===== config.mk =====
export PLATFORM = sky130hd
export DESIGN_NAME = frame_buf_sched
export DESIGN_NICKNAME = d
export VERILOG_FILES = /design/src/rtl/frame_buf_sched_pkg.sv /design/src/rtl/frame_buf_sched_sat_cnt.sv /design/src/rtl/frame_buf_sched.sv
export SDC_FILE = /design/constraint.sdc
export NUM_CORES = 1
export LEC_CHECK = 0
export ABC_AREA = 1
export CAP_MARGIN = 40
export CORE_ASPECT_RATIO = 0.9
export CORE_MARGIN = 3
export CORE_UTILIZATION = 64
export CTS_BUF_LIST = sky130_fd_sc_hd__clkbuf_4
export DETAILED_ROUTE_END_ITERATION = 10
export DONT_BUFFER_PORTS = 1
export GPL_TIMING_DRIVEN = 0
export PLACE_DENSITY_LB_ADDON = 0.1
export SETUP_SLACK_MARGIN = 0.3
export SKIP_LAST_GASP = 1
export SLEW_MARGIN = 25
export SYNTH_ARGS = -nofsm -noshare
export SYNTH_HDL_FRONTEND = slang
export SYNTH_HIERARCHICAL = 1
export SYNTH_SLANG_ARGS = --single-unit

===== constraint.sdc =====
create_clock -name clk -period 2 [get_ports clk]
set_input_delay 0.6 -clock clk [delete_from_list [all_inputs] [get_ports clk]]
set_output_delay 0.6 -clock clk [all_outputs]
set_load 0.01 [all_outputs]

===== src/rtl/frame_buf_sched_pkg.sv =====
// Shared definitions for the triple-buffer frame scheduler: slot index type,
// reset role encodings and default SDRAM frame-store layout.
package frame_buf_sched_pkg;

    localparam int SLOT_W = 2;

    typedef logic [SLOT_W-1:0] slot_t;

    // Reset roles: reader on slot 0, writer on slot 1, pending on slot 2
    localparam slot_t RST_R_IDX = 2'd0;
    localparam slot_t RST_W_IDX = 2'd1;
    localparam slot_t RST_P_IDX = 2'd2;

    // Default frame-store layout, shared with DMA channels and driver headers
    localparam logic [31:0] DEF_BASE_ADDR    = 32'h0000_0000;
    localparam logic [31:0] DEF_FRAME_STRIDE = 32'h0004_0000;

endpackage


===== src/rtl/frame_buf_sched_sat_cnt.sv =====
// Saturating event counter: increments on inc, sticks at all-ones.
module sat_cnt #(
    parameter int CNT_W = 16
) (
    input  logic             clk,
    input  logic             rst_n,
    input  logic             inc,
    output logic [CNT_W-1:0] q
);

    localparam logic [CNT_W-1:0] CNT_ONE = {{(CNT_W-1){1'b0}}, 1'b1};
    localparam logic [CNT_W-1:0] CNT_MAX = {CNT_W{1'b1}};

    // Count register; holds once the all-ones value is reached
    always_ff @(posedge clk or negedge rst_n) begin
        if (!rst_n) begin
            q <= {CNT_W{1'b0}};
        end else if (inc && (q != CNT_MAX)) begin
            q <= q + CNT_ONE;
        end else begin
            q <= q;
        end
    end

endmodule


===== src/rtl/frame_buf_sched.sv =====
// Triple-buffer scheduler for the SDRAM frame store. Rotates three slot roles
// (write, read, pending) so the writer never touches the displayed frame and
// the reader always picks up the newest complete frame.
module frame_buf_sched
    import frame_buf_sched_pkg::*;
#(
    parameter int                 ADDR_W       = 32,
    parameter logic [ADDR_W-1:0]  BASE_ADDR    = DEF_BASE_ADDR,
    parameter logic [ADDR_W-1:0]  FRAME_STRIDE = DEF_FRAME_STRIDE,
    parameter int                 CNT_W        = 16
) (
    input  logic              clk,
    input  logic              rst_n,
    input  logic              enable,
    input  logic              wr_frame_start,
    input  logic              wr_frame_done,
    input  logic              rd_frame_start,
    output logic [ADDR_W-1:0] wr_base,
    output logic [ADDR_W-1:0] rd_base,
    output logic [1:0]        wr_idx,
    output logic [1:0]        rd_idx,
    output logic              wr_active,
    output logic              rd_new_frame,
    output logic              err_wr_seq,
    output logic [CNT_W-1:0]  drop_cnt,
    output logic [CNT_W-1:0]  rep_cnt
);

    // Slot bases built by addition only, so no multiplier is inferred
    localparam logic [ADDR_W-1:0] SLOT0_BASE = BASE_ADDR;
    localparam logic [ADDR_W-1:0] SLOT1_BASE = BASE_ADDR + FRAME_STRIDE;
    localparam logic [ADDR_W-1:0] SLOT2_BASE = BASE_ADDR + FRAME_STRIDE + FRAME_STRIDE;

    // Constant 3-way mux; the unreachable index 3 falls back to slot 0
    function automatic logic [ADDR_W-1:0] slot_base(input slot_t idx);
        logic [ADDR_W-1:0] base;
        case (idx)
            2'd0:    base = SLOT0_BASE;
            2'd1:    base = SLOT1_BASE;
            2'd2:    base = SLOT2_BASE;
            default: base = SLOT0_BASE;
        endcase
        return base;
    endfunction

    slot_t             w_idx_r, r_idx_r, p_idx_r;
    logic              p_valid_r, wr_active_r, rd_new_r, err_r;
    logic [ADDR_W-1:0] wr_base_r, rd_base_r;

    slot_t             w_idx_s, r_idx_s, p_idx_s, swap_tmp_s;
    logic              p_valid_s, wr_active_s, rd_new_s, err_s;
    logic              drop_inc_s, rep_inc_s;

    // Event processing in order: write done, write start, read start
    always_comb begin
        w_idx_s     = w_idx_r;
        r_idx_s     = r_idx_r;
        p_idx_s     = p_idx_r;
        swap_tmp_s  = w_idx_r;
        p_valid_s   = p_valid_r;
        wr_active_s = wr_active_r;
        rd_new_s    = 1'b0;
        err_s       = 1'b0;
        drop_inc_s  = 1'b0;
        rep_inc_s   = 1'b0;

        if (!enable) begin
            wr_active_s = 1'b0;
        end else begin
            // Completed frame becomes pending; an unread pending frame is lost
            if (wr_frame_done) begin
                if (wr_active_s) begin
                    swap_tmp_s  = w_idx_s;
                    w_idx_s     = p_idx_s;
                    p_idx_s     = swap_tmp_s;
                    drop_inc_s  = p_valid_s;
                    p_valid_s   = 1'b1;
                    wr_active_s = 1'b0;
                end else begin
                    err_s = 1'b1;
                end
            end else begin
                err_s = err_s;
            end

            // A start while already active restarts into the same slot
            if (wr_frame_start) begin
                if (wr_active_s) begin
                    err_s = 1'b1;
                end else begin
                    wr_active_s = 1'b1;
                end
            end else begin
                wr_active_s = wr_active_s;
            end

            // Reader takes the pending frame if one exists, else repeats
            if (rd_frame_start) begin
                if (p_valid_s) begin
                    swap_tmp_s = r_idx_s;
                    r_idx_s    = p_idx_s;
                    p_idx_s    = swap_tmp_s;
                    p_valid_s  = 1'b0;
                    rd_new_s   = 1'b1;
                end else begin
                    rep_inc_s = 1'b1;
                end
            end else begin
                rep_inc_s = 1'b0;
            end
        end
    end

    // Role, flag and base-address registers
    always_ff @(posedge clk or negedge rst_n) begin
        if (!rst_n) begin
            w_idx_r     <= RST_W_IDX;
            r_idx_r     <= RST_R_IDX;
            p_idx_r     <= RST_P_IDX;
            p_valid_r   <= 1'b0;
            wr_active_r <= 1'b0;
            rd_new_r    <= 1'b0;
            err_r       <= 1'b0;
            wr_base_r   <= SLOT1_BASE;
            rd_base_r   <= SLOT0_BASE;
        end else begin
            w_idx_r     <= w_idx_s;
            r_idx_r     <= r_idx_s;
            p_idx_r     <= p_idx_s;
            p_valid_r   <= p_valid_s;
            wr_active_r <= wr_active_s;
            rd_new_r    <= rd_new_s;
            err_r       <= err_s;
            wr_base_r   <= slot_base(w_idx_s);
            rd_base_r   <= slot_base(r_idx_s);
        end
    end

    sat_cnt #(.CNT_W(CNT_W)) u_drop_cnt (
        .clk   (clk),
        .rst_n (rst_n),
        .inc   (drop_inc_s),
        .q     (drop_cnt)
    );

    sat_cnt #(.CNT_W(CNT_W)) u_rep_cnt (
        .clk   (clk),
        .rst_n (rst_n),
        .inc   (rep_inc_s),
        .q     (rep_cnt)
    );

    assign wr_idx       = w_idx_r;
    assign rd_idx       = r_idx_r;
    assign wr_active    = wr_active_r;
    assign rd_new_frame = rd_new_r;
    assign err_wr_seq   = err_r;
    assign wr_base      = wr_base_r;
    assign rd_base      = rd_base_r;

endmodule

==> results of run 1 <==
-- critical path, cell delays in order (launching register included) --
cell     delay, ns
dfrtp_2       0.51
ha_4          0.21
inv_2         0.10
nor2_4        0.05
nand2_2       0.11
nor2_4        0.05
nor2_4        0.19
buf_6         0.19
nand2_1       0.07
nand2_1       0.05
-- layout make-up --
class	instances	area [um^2]
flip-flops and latches	46	1160
clock buffers	6	45.0
well taps	65	81.3
inverters	39	146
repair buffers	2	40.0
fillers	402	1150
multi-input cells	354	1770
clock inverters	2	10.0
plain buffers	64	495
-- cell families (layout without fill, tap and decap cells) --
group | after synthesis | in the layout | share of synthesized area [%]
compound gates | 23 | 23 | 4.60
xor+xnor | 12 | 12 | 3.19
fa+ha+maj | 4 | 4 | 1.52
buf+inv | 103 | 113 | 19.5
flops | 46 | 46 | 35.1
other cells | 1 | 60 | 0.114
simple gates | 255 | 255 | 36.0
-- where the power goes --
group          internal [W]  switching (W)  leakage (nW)
Clock              0.000148       0.000312        0.0354
Sequential          0.00112       0.000335         0.566
Combinational      0.000310       0.000417          1.37
-- worst paths after layout --
| kind | from | slack (ns) | cells after the start | to |
|---|---|---|---|---|
| max | u_rep_cnt/q[0]$_DFFE_PN0P_ | 0.39 | 9 | u_rep_cnt/q[14]$_DFFE_PN0P_ |
| min | rst_n | 0.05 | 0 | wr_idx[0]$_DFF_PN1_ |
| max reg2reg | u_rep_cnt/q[0]$_DFFE_PN0P_ | 0.39 | 9 | u_rep_cnt/q[14]$_DFFE_PN0P_ |
| min reg2reg | p_idx_r[1]$_DFFE_PN1P_ | 0.50 | 2 | p_idx_r[1]$_DFFE_PN1P_ |
| max in group asynchronous | rst_n | 1.72 | 1 | u_drop_cnt/q[1]$_DFFE_PN0P_ |
| min in group clk | wr_frame_start | 0.31 | 1 | err_wr_seq$_DFF_PN0_ |
-- cells in the mapped netlist, drive strengths merged --
cell / instances
o21ai: 20
buf: 64
inv: 39
nand2: 169
nor2: 51
xor2: 2
a21oi: 2
dfrtp: 43
xnor2: 10
conb: 1
a211oi: 1
nand4: 12
ha: 4
nand3: 23
dfstp: 3
-- metrics by stage --
step                      power [W]  util, %
after global routing        0.00283     76.6
after detailed placement    0.00212     73.5
final                       0.00264     76.6
after global placement      0.00208     73.5
after floorplan             0.00197        -
after CTS                   0.00259     75.4
-- registers in the layout (all words and copies together), names as in the netlist --
| register | flops |
|---|---|
| wr_idx | 2 |
| u_rep_cnt/q | 16 |
| err_wr_seq | 1 |
| rd_base | 2 |
| u_drop_cnt/q | 16 |
| p_idx_r | 2 |
| rd_new_frame | 1 |
| p_valid_r | 1 |
| rd_idx | 2 |
| wr_base | 2 |
| wr_active | 1 |
-- what timing repair did --
item | in CTS | in global routing
hold endpoints to repair | 43 | 0
endpoints found under the setup margin | 26 | 28
setup buffers | 0 | 1
resized for setup | 5 | 10
hold buffers | 1 | 0
-- layer usage --
layer	share of wire (%)	vias up	track usage, %
li1	-	1393	-
met1	41	1274	31.5
met2	48	124	37.6
met3	9.7	14	5.93
met4	1.0	0	6.83
met5	0	-	0
==> flow_metrics.env, run 1 <==
export IMPL_row_count=24
export IMPL_fin_crit_ns=1.61
export IMPL_numCtsBuffers=5
export IMPL_drc_errors=0
export IMPL_vias=2805
export IMPL_synth_top_area_share_pct=32.7
export IMPL_hold_viol=0
export IMPL_required_ns=2.30
export IMPL_drtAntennaViolNets=0
export IMPL_yosys_area_top_type="dfrtp_1"
export IMPL_drt_iter0_markers=134
export IMPL_fin_crit_sh_pct=80.4
export IMPL_final_common_cell="nand2_1"
export IMPL_grt_usage_pct=23.4
export IMPL_yosys_top_cells_area="dfrtp_1 (33%), nand2_1 (17%), buf_4 (14%)"
export IMPL_ys_seq_elements=46
export IMPL_clk_pin_slew_ns=0.15
export IMPL_first_pass_iters=4
export IMPL_hold_class="in -> async"
export IMPL_fmax_mhz=622
export IMPL_finalWeightedCongestion=0.885
export IMPL_synth_area_um2=3290
export IMPL_whs_ns=0.0530
export IMPL_dpl_hpwl_mm=5.36
export IMPL_yosysWarningCount=6
export IMPL_io_buffers=0
export IMPL_overflow=0
export IMPL_initial_utilization_pct=67.3
export IMPL_timing_final_ws_setup_ns=0.392
export IMPL_drive_above_1_share_pct=25.3
export IMPL_grt_pass1_vias=2442
export IMPL_rsz0062_at_grt="true"
export IMPL_grt_max_degree=44
export IMPL_path_class="reg -> reg"
export IMPL_synthDistinctLibCells=25
export IMPL_skew_ns=0.0184
export IMPL_seq_area_frac_synth_pct=35.1
export IMPL_wl_per_cell_um=12.3
export IMPL_outcome="completed"
export IMPL_die_h_um=74.1
export IMPL_cts_sinks=46
export IMPL_setup_worst_path_start_class="flip-flop"
export IMPL_io_pins=109
export IMPL_drt_wl_total_mm=7.12
export IMPL_power_leakage_nw=1.97
export IMPL_post_place_ws_ns=0.181
export IMPL_fin_cells=578
export IMPL_final_cell_mix="nand2_1 (152), buf_4 (60), conb_1 (60), dfrtp_1 (38), inv_1 (37)"
export IMPL_cp_max_fo=10
export IMPL_antenna_found_initial=0
export IMPL_fp_dieW_um=81.6
export IMPL_area_growth_pct=13.8
export IMPL_ir_drop_mv=0.685
export IMPL_clk_latency_ns=0.37
export IMPL_dp_cells=568
export IMPL_placed_cell_area_um2=3600
export IMPL_diodes=0
export IMPL_cts_root_buffer="clkbuf_4"
export IMPL_via_per_inst=4.85
export IMPL_finalNetCount=522
export IMPL_final_max_slew_violation_count=0
export IMPL_core_um2=4890
export IMPL_die_area_um2=6040
export IMPL_cp_end_kind="flip-flop"
export IMPL_postSynthCellCount=444
export IMPL_finish_instance_area_um2=3750
export IMPL_setup_violations=0
export IMPL_pwr_density_cell_nw_per_um2=705
export IMPL_tns_ns=0
export IMPL_cts_tree="built"
export IMPL_h_tree_depth=2
export IMPL_maxCapViolations=0
export IMPL_syn_area_per_cell_um2=7.42
export IMPL_grt_pass1_wl_mm=11.1
export IMPL_arrival_ns=1.91
export IMPL_cts_buffer_depth=2
No activity file was read; power rests on OpenSTA's default activity.
==> run 2, diff against run 1 <==
Settings changed: CORE_UTILIZATION 64 to 60.
Clock period 2 ns to 1.4 ns, I/O delays scaled along.
==> flow_metrics.env, run 2 (same netlist as run 1, synthesis figures left out) <==
export IMPL_arrival_ns=1.73
export IMPL_h_tree_depth=2
export IMPL_p_sw_w=0.00165
export IMPL_path_buf_inv=2
export IMPL_dp_cells=568
export IMPL_core_um2=5070
export IMPL_finalWeightedCongestion=0.869
export IMPL_grt_pass1_vias=2759
export IMPL_seq_power_share_pct=52.8
export IMPL_drc_errors=0
export IMPL_first_pass_iters=4
export IMPL_cts_root_buffer="clkbuf_4"
export IMPL_io_pins=109
export IMPL_path_class="reg -> reg"
export IMPL_fp_dieW_um=84.1
export IMPL_via_per_inst=4.91
export IMPL_area_growth_pct=26.9
export IMPL_setup_violations=24
export IMPL_final_cell_mix="nand2_1 (126), buf_4 (72), conb_1 (60), nand2_2 (35), dfrtp_2 (33)"
export IMPL_clkPwrFrac_pct=16.5
export IMPL_rsz0062_at_grt="true"
export IMPL_io_buffers=0
export IMPL_p_comb_share_pct=30.6
export IMPL_antenna_found_initial=0
export IMPL_hold_viol=46
export IMPL_drtAntennaViolNets=0
export IMPL_cp_cell_sequence="ha_4, inv_4, nor2_4, nand2_4, nor2_4, nor2_4, buf_6, nand2_2, nand2_2"
export IMPL_grt_max_degree=47
export IMPL_hold_class="in -> async"
export IMPL_vias=2956
export IMPL_wl_per_cell_um=13.2
export IMPL_die_h_um=76.3
export IMPL_fin_crit_sh_pct=103
export IMPL_clk_latency_ns=0.36
export IMPL_grt_pass1_wl_mm=12.6
export IMPL_internal_power_w=0.00242
export IMPL_power_switching_share_pct=40.5
export IMPL_setup_worst_path_start_class="flip-flop"
export IMPL_power_leakage_nw=2.11
export IMPL_outcome="finished with violations"
export IMPL_dpl_hpwl_mm=5.29
export IMPL_maxCapViolations=0
export IMPL_row_count=24
export IMPL_nFillCells=347
export IMPL_drt_iter0_markers=232
export IMPL_finalNetCount=546
export IMPL_overflow=0
export IMPL_final_common_cell="nand2_1"
export IMPL_violations="negative hold slack, negative setup slack"
export IMPL_drive_above_1_share_pct=43.0
export IMPL_slowest_delay_ns=0.52
export IMPL_final_util_pct=82.4
export IMPL_drt_wl_total_mm=7.97
export IMPL_clk_pin_slew_ns=0.15
export IMPL_cts_tree="built"
export IMPL_required_ns=1.69
export IMPL_diodes=0
export IMPL_skew_ns=0.0194
export IMPL_fin_crit_ns=1.44
export IMPL_cp_common_cell="nor2_4"
export IMPL_cp_max_fo=7
export IMPL_initial_utilization_pct=64.9
export IMPL_timing_final_ws_setup_ns=-0.0397
export IMPL_cp_end_kind="flip-flop"
export IMPL_reg_top3="u_drop_cnt/q (16), u_rep_cnt/q (16)"
export IMPL_cp_slowest_cell="dfrtp_2"
export IMPL_numCtsBuffers=5
export IMPL_pwr_density_cell_nw_per_um2=972
export IMPL_ir_drop_mv=0.956
export IMPL_grt_usage_pct=23.6
export IMPL_cts_sinks=46
export IMPL_final_max_slew_violation_count=0
export IMPL_cts_buffer_depth=2
export IMPL_die_area_um2=6410
export IMPL_fin_cells=602
export IMPL_whs_ns=-0.270
export IMPL_crit_family="flip-flops"
export IMPL_fmax_mhz=695
## run 2: changes by cell type in the layout (fill, tap and decap cells not counted), moves of 13 or more
cell / change
nand2_1: -26
buf_6: +13
nor2_1: -13
dfrtp_1: -28
dfrtp_2: +28
nand2_2: +21
## run 2: worst register-to-register path, cell delays in order (launching register included)
cell and delay, ns:
dfrtp_2 0.52, ha_4 0.21, inv_4 0.08, nor2_4 0.04, nand2_4 0.07, nor2_4 0.04, nor2_4 0.16, buf_6 0.16
nand2_2 0.06, nand2_2 0.05
## run 2: routing by layer
layer  up-vias  share of wire, %  global-route usage [%]
li1       1435                 -                       -
met3        15                10                    5.95
met5         -                 0                       0
met2       138                50                    41.7
met4         0               1.5                    5.14
met1      1368                38                    29.0
## run 2: path summary, 6_finish.rpt
path | from | end | slack [ns] | cells after the start
min in group clk | wr_frame_start | err_wr_seq$_DFF_PN0_ | 0.14 | 1
max reg2reg | u_drop_cnt/q[0]$_DFFE_PN0P_ | u_drop_cnt/q[0]$_DFFE_PN0P_ | -0.04 | 9
min reg2reg | p_idx_r[1]$_DFFE_PN1P_ | p_idx_r[1]$_DFFE_PN1P_ | 0.52 | 2
min | rst_n | u_rep_cnt/q[11]$_DFFE_PN0P_ | -0.27 | 0
max | u_drop_cnt/q[0]$_DFFE_PN0P_ | u_drop_cnt/q[0]$_DFFE_PN0P_ | -0.04 | 9
max in group asynchronous | rst_n | p_idx_r[1]$_DFFE_PN1P_ | 1.47 | 0
## run 2: metrics by stage
step	cell area, um^2	worst slack (ns)	hold WS, ns	total power, W	setup TNS (ns)
after global placement	3680	-0.118	0.125	0.00308	-1.96
after detailed placement	3680	-0.160	0.126	0.00314	-2.32
after global routing	4180	-0.128	-0.304	0.00432	-2.39
after CTS	4020	-0.0577	-0.297	0.00395	-0.734
final	4180	-0.0397	-0.270	0.00406	-0.481
after floorplan	3600	0.0134	0.124	0.00290	0
## run 2: area by class of cell
type | count | area (um^2) | area share, %
Buffer | 64 | 495 | 11.9
Clock buffer | 7 | 52.6 | 1.26
Clock inverter | 1 | 7.51 | 0.180
Inverter | 39 | 154 | 3.68
Multi-Input combinational cell | 354 | 1950 | 46.7
Sequential cell | 46 | 1200 | 28.6
Tap cell | 65 | 81.3 | 1.95
Timing Repair Buffer | 26 | 241 | 5.78
## run 2: timing repair
action,in CTS,in global routing
buffers inserted,15,7
resized for setup,65,33
endpoints found under the setup margin,80,85
pin swaps,33,23
endpoints found under the hold margin,46,46
gates cloned,4,0
## run 2: power by group through the flow
stage | logic, W | clock network, W | registers (W)
floorplan | 0.000893 | 0 | 0.00201
global placement | 0.000969 | 0 | 0.00212
detailed placement | 0.00101 | 0 | 0.00213
CTS | 0.00112 | 0.000702 | 0.00212
global route | 0.00139 | 0.000749 | 0.00219
finish | 0.00124 | 0.000672 | 0.00215
==> run 3, diff against run 2 <==
Settings changed: ABC_AREA 1 to default, CORE_ASPECT_RATIO 0.9 to default.
==> flow_metrics.env, run 3 <==
export IMPL_dpl_hpwl_mm=4.42
export IMPL_core_um2=4470
export IMPL_path_class="reg -> reg"
export IMPL_drc_errors=0
export IMPL_nFillCells=261
export IMPL_finalNetCount=378
export IMPL_synth_edf_count=0
export IMPL_numCtsBuffers=5
export IMPL_finish_instance_area_um2=3780
export IMPL_area_growth_pct=32.6
export IMPL_grt_usage_pct=23.5
export IMPL_h_tree_depth=2
export IMPL_violations="negative hold slack, negative setup slack"
export IMPL_first_pass_iters=4
export IMPL_initial_utilization_pct=63.8
export IMPL_skew_ns=0.0224
export IMPL_die_area_um2=5620
export IMPL_maxCapViolations=0
export IMPL_antenna_found_initial=0
export IMPL_clk_pin_slew_ns=0.15
export IMPL_worst_slew_pin_slew_ns=0.535
export IMPL_reg_top3="u_drop_cnt/q (16), u_rep_cnt/q (16)"
export IMPL_synth_top_area_share_pct=37.7
export IMPL_drt_wl_total_mm=7.02
export IMPL_required_ns=1.67
export IMPL_power_leakage_nw=1.85
export IMPL_yosys_area_top_type="dfrtp_1"
export IMPL_final_seq_area_um2=1200
export IMPL_drive_above_1_share_pct=54.5
export IMPL_setup_violations=37
export IMPL_clk_latency_ns=0.36
export IMPL_overflow=0
export IMPL_finalWeightedCongestion=0.776
export IMPL_cts_root_buffer="clkbuf_4"
export IMPL_arrival_ns=2.01
export IMPL_yosysMostFrequentCell="buf_4"
export IMPL_dp_cells=377
export IMPL_grt_pass1_vias=2163
export IMPL_ys_seq_elements=46
export IMPL_whs_ns=-0.277
export IMPL_slowest_delay_ns=0.52
export IMPL_outcome="finished with violations"
export IMPL_wl_per_cell_um=16.7
export IMPL_timing_final_ws_setup_ns=-0.335
export IMPL_fin_crit_ns=1.74
export IMPL_cts_tree="built"
export IMPL_placed_cell_area_um2=3280
export IMPL_final_cell_mix="buf_4 (86), conb_1 (60), dfrtp_2 (36), nand4_1 (16)"
export IMPL_hold_viol=46
export IMPL_die_h_um=75.0
export IMPL_postSynthCellCount=266
export IMPL_io_pins=109
export IMPL_cp_slowest_cell="dfrtp_2"
export IMPL_vias=2318
export IMPL_cts_sinks=46
export IMPL_setup_worst_path_start_class="flip-flop"
export IMPL_drt_iter0_markers=146
export IMPL_synthDistinctLibCells=49
export IMPL_fin_crit_sh_pct=124
export IMPL_yosys_top_cells_area="dfrtp_1 (38%), buf_4 (16%), nand4_1 (3.5%)"
export IMPL_pwr_density_cell_nw_per_um2=797
export IMPL_power_w=0.00302
export IMPL_final_common_cell="buf_4"
export IMPL_cp_cell_sequence="a21o_4, nor2_4, buf_4, nand2_4, nor4_4, nand4_1, xnor2_1"
export IMPL_final_util_pct=84.6
export IMPL_synthArstFlopShare_pct=100
export IMPL_row_count=24
export IMPL_fp_dieW_um=75.0
export IMPL_final_max_slew_violation_count=0
export IMPL_ir_drop_mv=0.672
export IMPL_cp_max_fo=7
export IMPL_fmax_mhz=576
export IMPL_multi_input_area_um2=1670
export IMPL_synth_area_um2=2860
export IMPL_syn_area_per_cell_um2=10.7
export IMPL_diodes=0
export IMPL_hold_class="in -> async"
export IMPL_synthFlopType="dfrtp_1"
export IMPL_seq_area_frac_synth_pct=40.4
export IMPL_slew_headroom_pct=63.3
export IMPL_rsz0062_at_grt="true"
export IMPL_via_per_inst=5.51
export IMPL_cp_end_kind="flip-flop"
export IMPL_fin_cells=421
export IMPL_drtAntennaViolNets=0
export IMPL_yosysWarningCount=6
export IMPL_io_buffers=0
export IMPL_netlist_top_cells_count="buf_4 (61), dfrtp_1 (43), nand4_1 (16)"
export IMPL_grt_pass1_wl_mm=10.1
export IMPL_grt_max_degree=47
export IMPL_cts_buffer_depth=2
==> run 3: per-layer routing <==
layer  up-vias  part of all wire, %  GRT usage (%)
met5         -                    0              0
met3        12                  8.3           7.48
li1       1052                    -              -
met1      1123                   37           28.2
met2       131                   53           39.9
met4         0                  1.5           7.71
==> run 3: worst max-delay path, delay by kind of cell (launching register included) <==
family / cells / cell delay [ns]
flops: 1 / 0.52
buf+inv: 1 / 0.14
compound gates: 1 / 0.25
xor+xnor: 1 / 0.15
simple gates: 4 / 0.60
==> run 3: power by group <==
part | leakage, nW | internal, W | switching (W) | total, W
sequential | 0.561 | 0.00145 | 0.000270 | 0.00172
combinational | 1.26 | 0.000368 | 0.000307 | 0.000675
clock | 0.0303 | 0.000189 | 0.000437 | 0.000626
total | 1.85 | 0.00200 | 0.00101 | 0.00302
==> run 3: stage by stage <==
step	worst slack (ns)	setup TNS [ns]
after floorplan	-0.199	-2.29
after global placement	-0.331	-5.44
after detailed placement	-0.378	-6.44
after CTS	-0.293	-5.20
after global routing	-0.440	-9.96
final	-0.335	-7.24
==> run 3: layout make-up <==
| type | instances | area share [%] |
|---|---|---|
| sequential | 46 | 31.7 |
| clock buffer | 5 | 0.992 |
| clock inverter | 3 | 0.430 |
| multi-input combinational | 212 | 44.1 |
| tap | 52 | 1.72 |
| timing repair buffer | 36 | 8.13 |
| inverter | 6 | 0.661 |
| buffer | 61 | 12.3 |
==> run 3: worst paths after layout <==
check / slack (ns) / depth (start not counted) / start / endpoint
hold / removal: -0.28 / 0 / rst_n / u_drop_cnt/q[10]$_DFFE_PN0P_
setup reg to reg: -0.34 / 7 / wr_active$_DFF_PN0_ / u_rep_cnt/q[14]$_DFFE_PN0P_
min in group clk: 0.13 / 1 / wr_frame_start / err_wr_seq$_DFF_PN0_
max in group asynchronous: 1.49 / 0 / rst_n / wr_idx[0]$_DFF_PN1_
hold reg to reg: 0.55 / 1 / u_drop_cnt/q[15]$_DFFE_PN0P_ / u_drop_cnt/q[15]$_DFFE_PN0P_
setup / recovery: -0.34 / 7 / wr_active$_DFF_PN0_ / u_rep_cnt/q[14]$_DFFE_PN0P_
==> run 3: cells by family after synthesis <==
kind of cell               Yosys count  share of synthesized area, %
buffers and inverters               67                          16.8
xor gates and xnor gates            14                          4.29
AOI/OAI and AO/OA                   46                          12.1
DFF                                 46                          40.4
muxes                                7                          2.98
adders and majority gates            4                          1.75
and+or+nand+nor                     81                          21.5
other                                1                         0.131
==> run 3: timing repair <==
action / 4_1_cts / 5_1_grt
setup endpoints to repair: 83 / 85
endpoints found under the hold margin: 46 / 46
setup buffers: 25 / 11
gates cloned: 0 / 0
pin swaps: 22 / 17
gates resized for setup: 35 / 14
==> RTL change 1: new RTL, config.mk and constraints of run 3 <==
Reset style: synchronous (`rst_n`), changed in 2 clocked blocks.
--- a/src/rtl/frame_buf_sched_sat_cnt.sv
+++ b/src/rtl/frame_buf_sched_sat_cnt.sv
@@ -14,3 +14,3 @@
     // Count register; holds once the all-ones value is reached
-    always_ff @(posedge clk or negedge rst_n) begin
+    always_ff @(posedge clk) begin
         if (!rst_n) begin
--- a/src/rtl/frame_buf_sched.sv
+++ b/src/rtl/frame_buf_sched.sv
@@ -114,3 +114,3 @@
     // Role, flag and base-address registers
-    always_ff @(posedge clk or negedge rst_n) begin
+    always_ff @(posedge clk) begin
         if (!rst_n) begin
Check against the original RTL: differs if rst_n is asserted again (counterexample within 4 cycles, from zero or initial values and one cycle with rst_n low); with rst_n held inactive, the same outputs for 4 cycles.
==> RTL change 1 against run 3 <==
The run now fails in 5_1_grt; synthesized area decreased by 1.9%.
==> RTL change 1: results (changes against run 3) <==
| Metric | Value |
|---|---|
| Worst EP kind | `register input` |
| Clock Tree Root | `clkbuf_4` |
| Global route overflow | `137` |
| Place WS | `-0.3772 ns (+0.0006620 ns)` |
| TritonCTS Buffers | `5 (unchanged)` |
| Yosys cell types | `44 (-10%)` |
| Htree depth | `2 (unchanged)` |
| Synth Warn # | `6 (unchanged)` |
| Port buffer count | `0 (unchanged)` |
| Outcome | `stopped before the end` |
| Dpl cells | `439 (+16%)` |
| DPL Wire Length | `4434 um (+0.24%)` |
| Clock sinks | `46 (unchanged)` |
| Clk buf depth | `2 (unchanged)` |
| Syn avg cell area | `8.537 um^2 (-20%)` |
| GP Congestion | `0.8838 (+14%)` |
| First error | `[ERROR GRT-0232] Routing congestion too high. Check the congestion heatmap in the GUI.` |
| GRT Util Overall | `74.13%` |
| Synthesized instance count | `328 (+23%)` |
| Pin count of the biggest net entering global routing | `17` |
| DP Area | `3253 um^2 (-0.88%)` |
| Post-synth ARST share | `0% (-100 points)` |
| Stage reached | `5_1_grt` |
| Grt repair worst endpoint | `u_drop_cnt/q[5]$_SDFFE_PN0P_/D` |
| Commonest cells in the netlist | `buf_4, dfxtp_1, nand2_1` |
| Sequential share of the synthesized area | `32.89% (-7.6 points)` |
| Top post-synthesis cells by area | `dfxtp_1, buf_4, nand2_1` |
RTL change 1: cell types whose count changed after synthesis, sizes merged, moves of 9 or more:
cell   delta
a21oi    +12
or4      +10
dfxtp    +46
nand4    -12
dfrtp    -43
mux2i     +9
nand2    +20
RTL change 1: cells by family after synthesis:
| family | after synthesis | synth area share (%) |
|---|---|---|
| other | 1 | 0.1339 |
| buffers and inverters | 78 | 18.77 |
| adder cells (fa/ha/maj) | 4 | 1.787 |
| flip-flops | 46 | 32.89 |
| AND/OR/NAND/NOR | 127 | 27.39 |
| XOR/XNOR | 4 | 1.251 |
| AO/OA/AOI/OAI | 58 | 14.21 |
| multiplexers | 10 | 3.575 |
RTL change 1: timing repair:
| action | 4_1_cts |
|---|---|
| pin swaps | 39 |
| cloned | 4 |
| setup buffers | 39 |
| setup endpoints to repair | 80 |
| gates resized for setup | 104 |
RTL change 1: metal layers:
layer	track usage [%]	GRT overflow
met1	71.22	2
met4	91.30	57
met5	0	0
met2	98.82	78
met3	44.05	0
==> RTL change 2: new RTL, flow settings as in run 3 <==
Made on the original files. Set the parameter `ADDR_W` to 28 (it was 32).
--- a/src/rtl/frame_buf_sched.sv
+++ b/src/rtl/frame_buf_sched.sv
@@ -6,3 +6,3 @@
 #(
-    parameter int                 ADDR_W       = 32,
+    parameter int                 ADDR_W       = 28,
     parameter logic [ADDR_W-1:0]  BASE_ADDR    = DEF_BASE_ADDR,
Ports: changed (resized rd_base and wr_base); port bits go from 109 to 101. No check against the original RTL was run, so the function may have changed too.
==> RTL change 2 against run 3 <==
The run still ends with negative hold slack, negative setup slack left; setup slack got worse by 0.075 ns; cell area is 0.79% higher; sequential cell count stayed put; synthesized cell count shrank 3.0%; total power rose by 1.6%; wire length shrank 3.0%; synthesized area decreased by 2.1%; die area decreased by 1.9%; critical path type unchanged; largest power group unchanged.
==> RTL change 2: results (changes against run 3) <==
| Metric | Value |
|---|---|
| Worst vdd ir | `0.6679 mV (-0.64%)` |
| Post-CTS sizing | `45 (+29%)` |
| Grt met2 use | `40.06% (+0.12 points)` |
| Crit path max-delay family | `simple AND/OR/NAND/NOR gates` |
| Multi-input logic area | `1682 um^2 (+0.83%)` |
| Vias in the first global route | `2027 (-6.3%)` |
| Met3 wire length | `515 um (-11%)` |
| Share of cells above drive strength 1 | `56.98% (+2.5 points)` |
| Non-clock buffer count in the final layout | `94 (-3.1%)` |
| GRT Util Overall | `23.00% (-0.48 points)` |
| Commonest cells in the netlist | `buf_4, dfrtp_1, nand4_1` |
| Setup TNS | `-7.161 ns (+0.07805 ns)` |
| Dpl cells | `361 (-4.2%)` |
| P_leak | `1.855 nW (+0.15%)` |
| Outcome | `finished with violations` |
| Clk tree area frac | `1.410% (-0.011 points)` |
| Measured slew at the worst slew-check pin | `0.5439 ns (+0.009241 ns)` |
| Post-CTS Setup Repair Bufs | `27 (+8.0%)` |
| Violated checks | `negative hold slack, negative setup slack` |
| DP Area | `3192 um^2 (-2.7%)` |
| Vias per cell | `5.539 (+0.60%)` |
| R2R cell count | `6 (-1)` |
| Final #Nets | `367 (-2.9%)` |
| Top post-synthesis cells by area | `dfrtp_1, buf_4, nand4_1` |
| Place WS | `-0.3352 ns (+0.04269 ns)` |
| GP Congestion | `0.8578 (+11%)` |
| Hold_ws | `-0.2568 ns (+0.02038 ns)` |
| Worst Skew | `0.008164 ns (-0.01423 ns)` |
| First-pass GRT wire length | `9887 um (-2.5%)` |
| DR WL met2 | `3589 um (-4.4%)` |
| Final std cells w/o fill | `410 (-2.6%)` |
| Met3 Use GR | `5.000% (-2.5 points)` |
| Sequential share of the synthesized area | `41.32% (+0.87 points)` |
| Syn avg cell area | `10.83 um^2 (+0.93%)` |
| FILL cells | `220 (-16%)` |
| First-iteration detailed-routing DRC count | `266 (+82%)` |
| Metal-1 WL | `2612 um (+1.2%)` |
| Data buffer area share | `20.70% (+0.27 points)` |
| Post-synth ARST share | `100.0% (unchanged)` |
| CP max stage delay | `0.52 ns (about the same)` |
| Met1 GRT Util | `28.60% (+0.44 points)` |
| Htree depth | `2 (unchanged)` |
| Synth Warn # | `6 (unchanged)` |
| Worst-path clk slew | `0.13 ns (-0.02 ns)` |
| Endpoints failing hold | `46 (unchanged)` |
| Top Registers | `u_drop_cnt/q: 16 flops, u_rep_cnt/q: 16 flops` |
| Final Cell Area | `3815 um^2 (+0.79%)` |
| Synth Cell Area | `2795 um^2 (-2.1%)` |
| CLK BUF | `6 (+1)` |
| Final WS setup | `-0.4101 ns (-0.07482 ns)` |
| Final setup viols | `39 (+5.4%)` |
| #MultiIn Comb | `204 (-3.8%)` |
| DPL Wire Length | `4010 um (-9.3%)` |
| Final WL | `6811 um (-3.0%)` |
==> RTL change 2: cell types whose count changed in the layout (fill, tap and decap cells not counted), moves of 2 or more <==
cell	delta
a21oi_2	-2
a21oi_4	+2
buf_4	-11
buf_6	+7
conb_1	-8
nand3_1	-2
nand3_2	+2
nor2_1	-2
o21ai_0	-2
xnor2_1	-2
xnor2_2	+2
==> RTL change 2: power by group <==
group / total [mW] / switching, mW / internal (mW)
sequential: 1.73 / 0.282 / 1.45
clock: 0.625 / 0.416 / 0.209
combinational: 0.713 / 0.304 / 0.410
==> RTL change 2: cell families (layout without fill, tap and decap cells) <==
group | Yosys count | count (layout) | share of synthesized area, %
AO/OA/AOI/OAI | 46 | 46 | 12.31
XOR/XNOR | 14 | 14 | 4.386
adder cells (fa/ha/maj) | 4 | 4 | 1.791
buffers and inverters | 59 | 108 | 15.04
flip-flops | 46 | 46 | 41.32
multiplexers | 7 | 7 | 3.044
other | 1 | 52 | 0.1342
AND/OR/NAND/NOR | 81 | 81 | 21.98
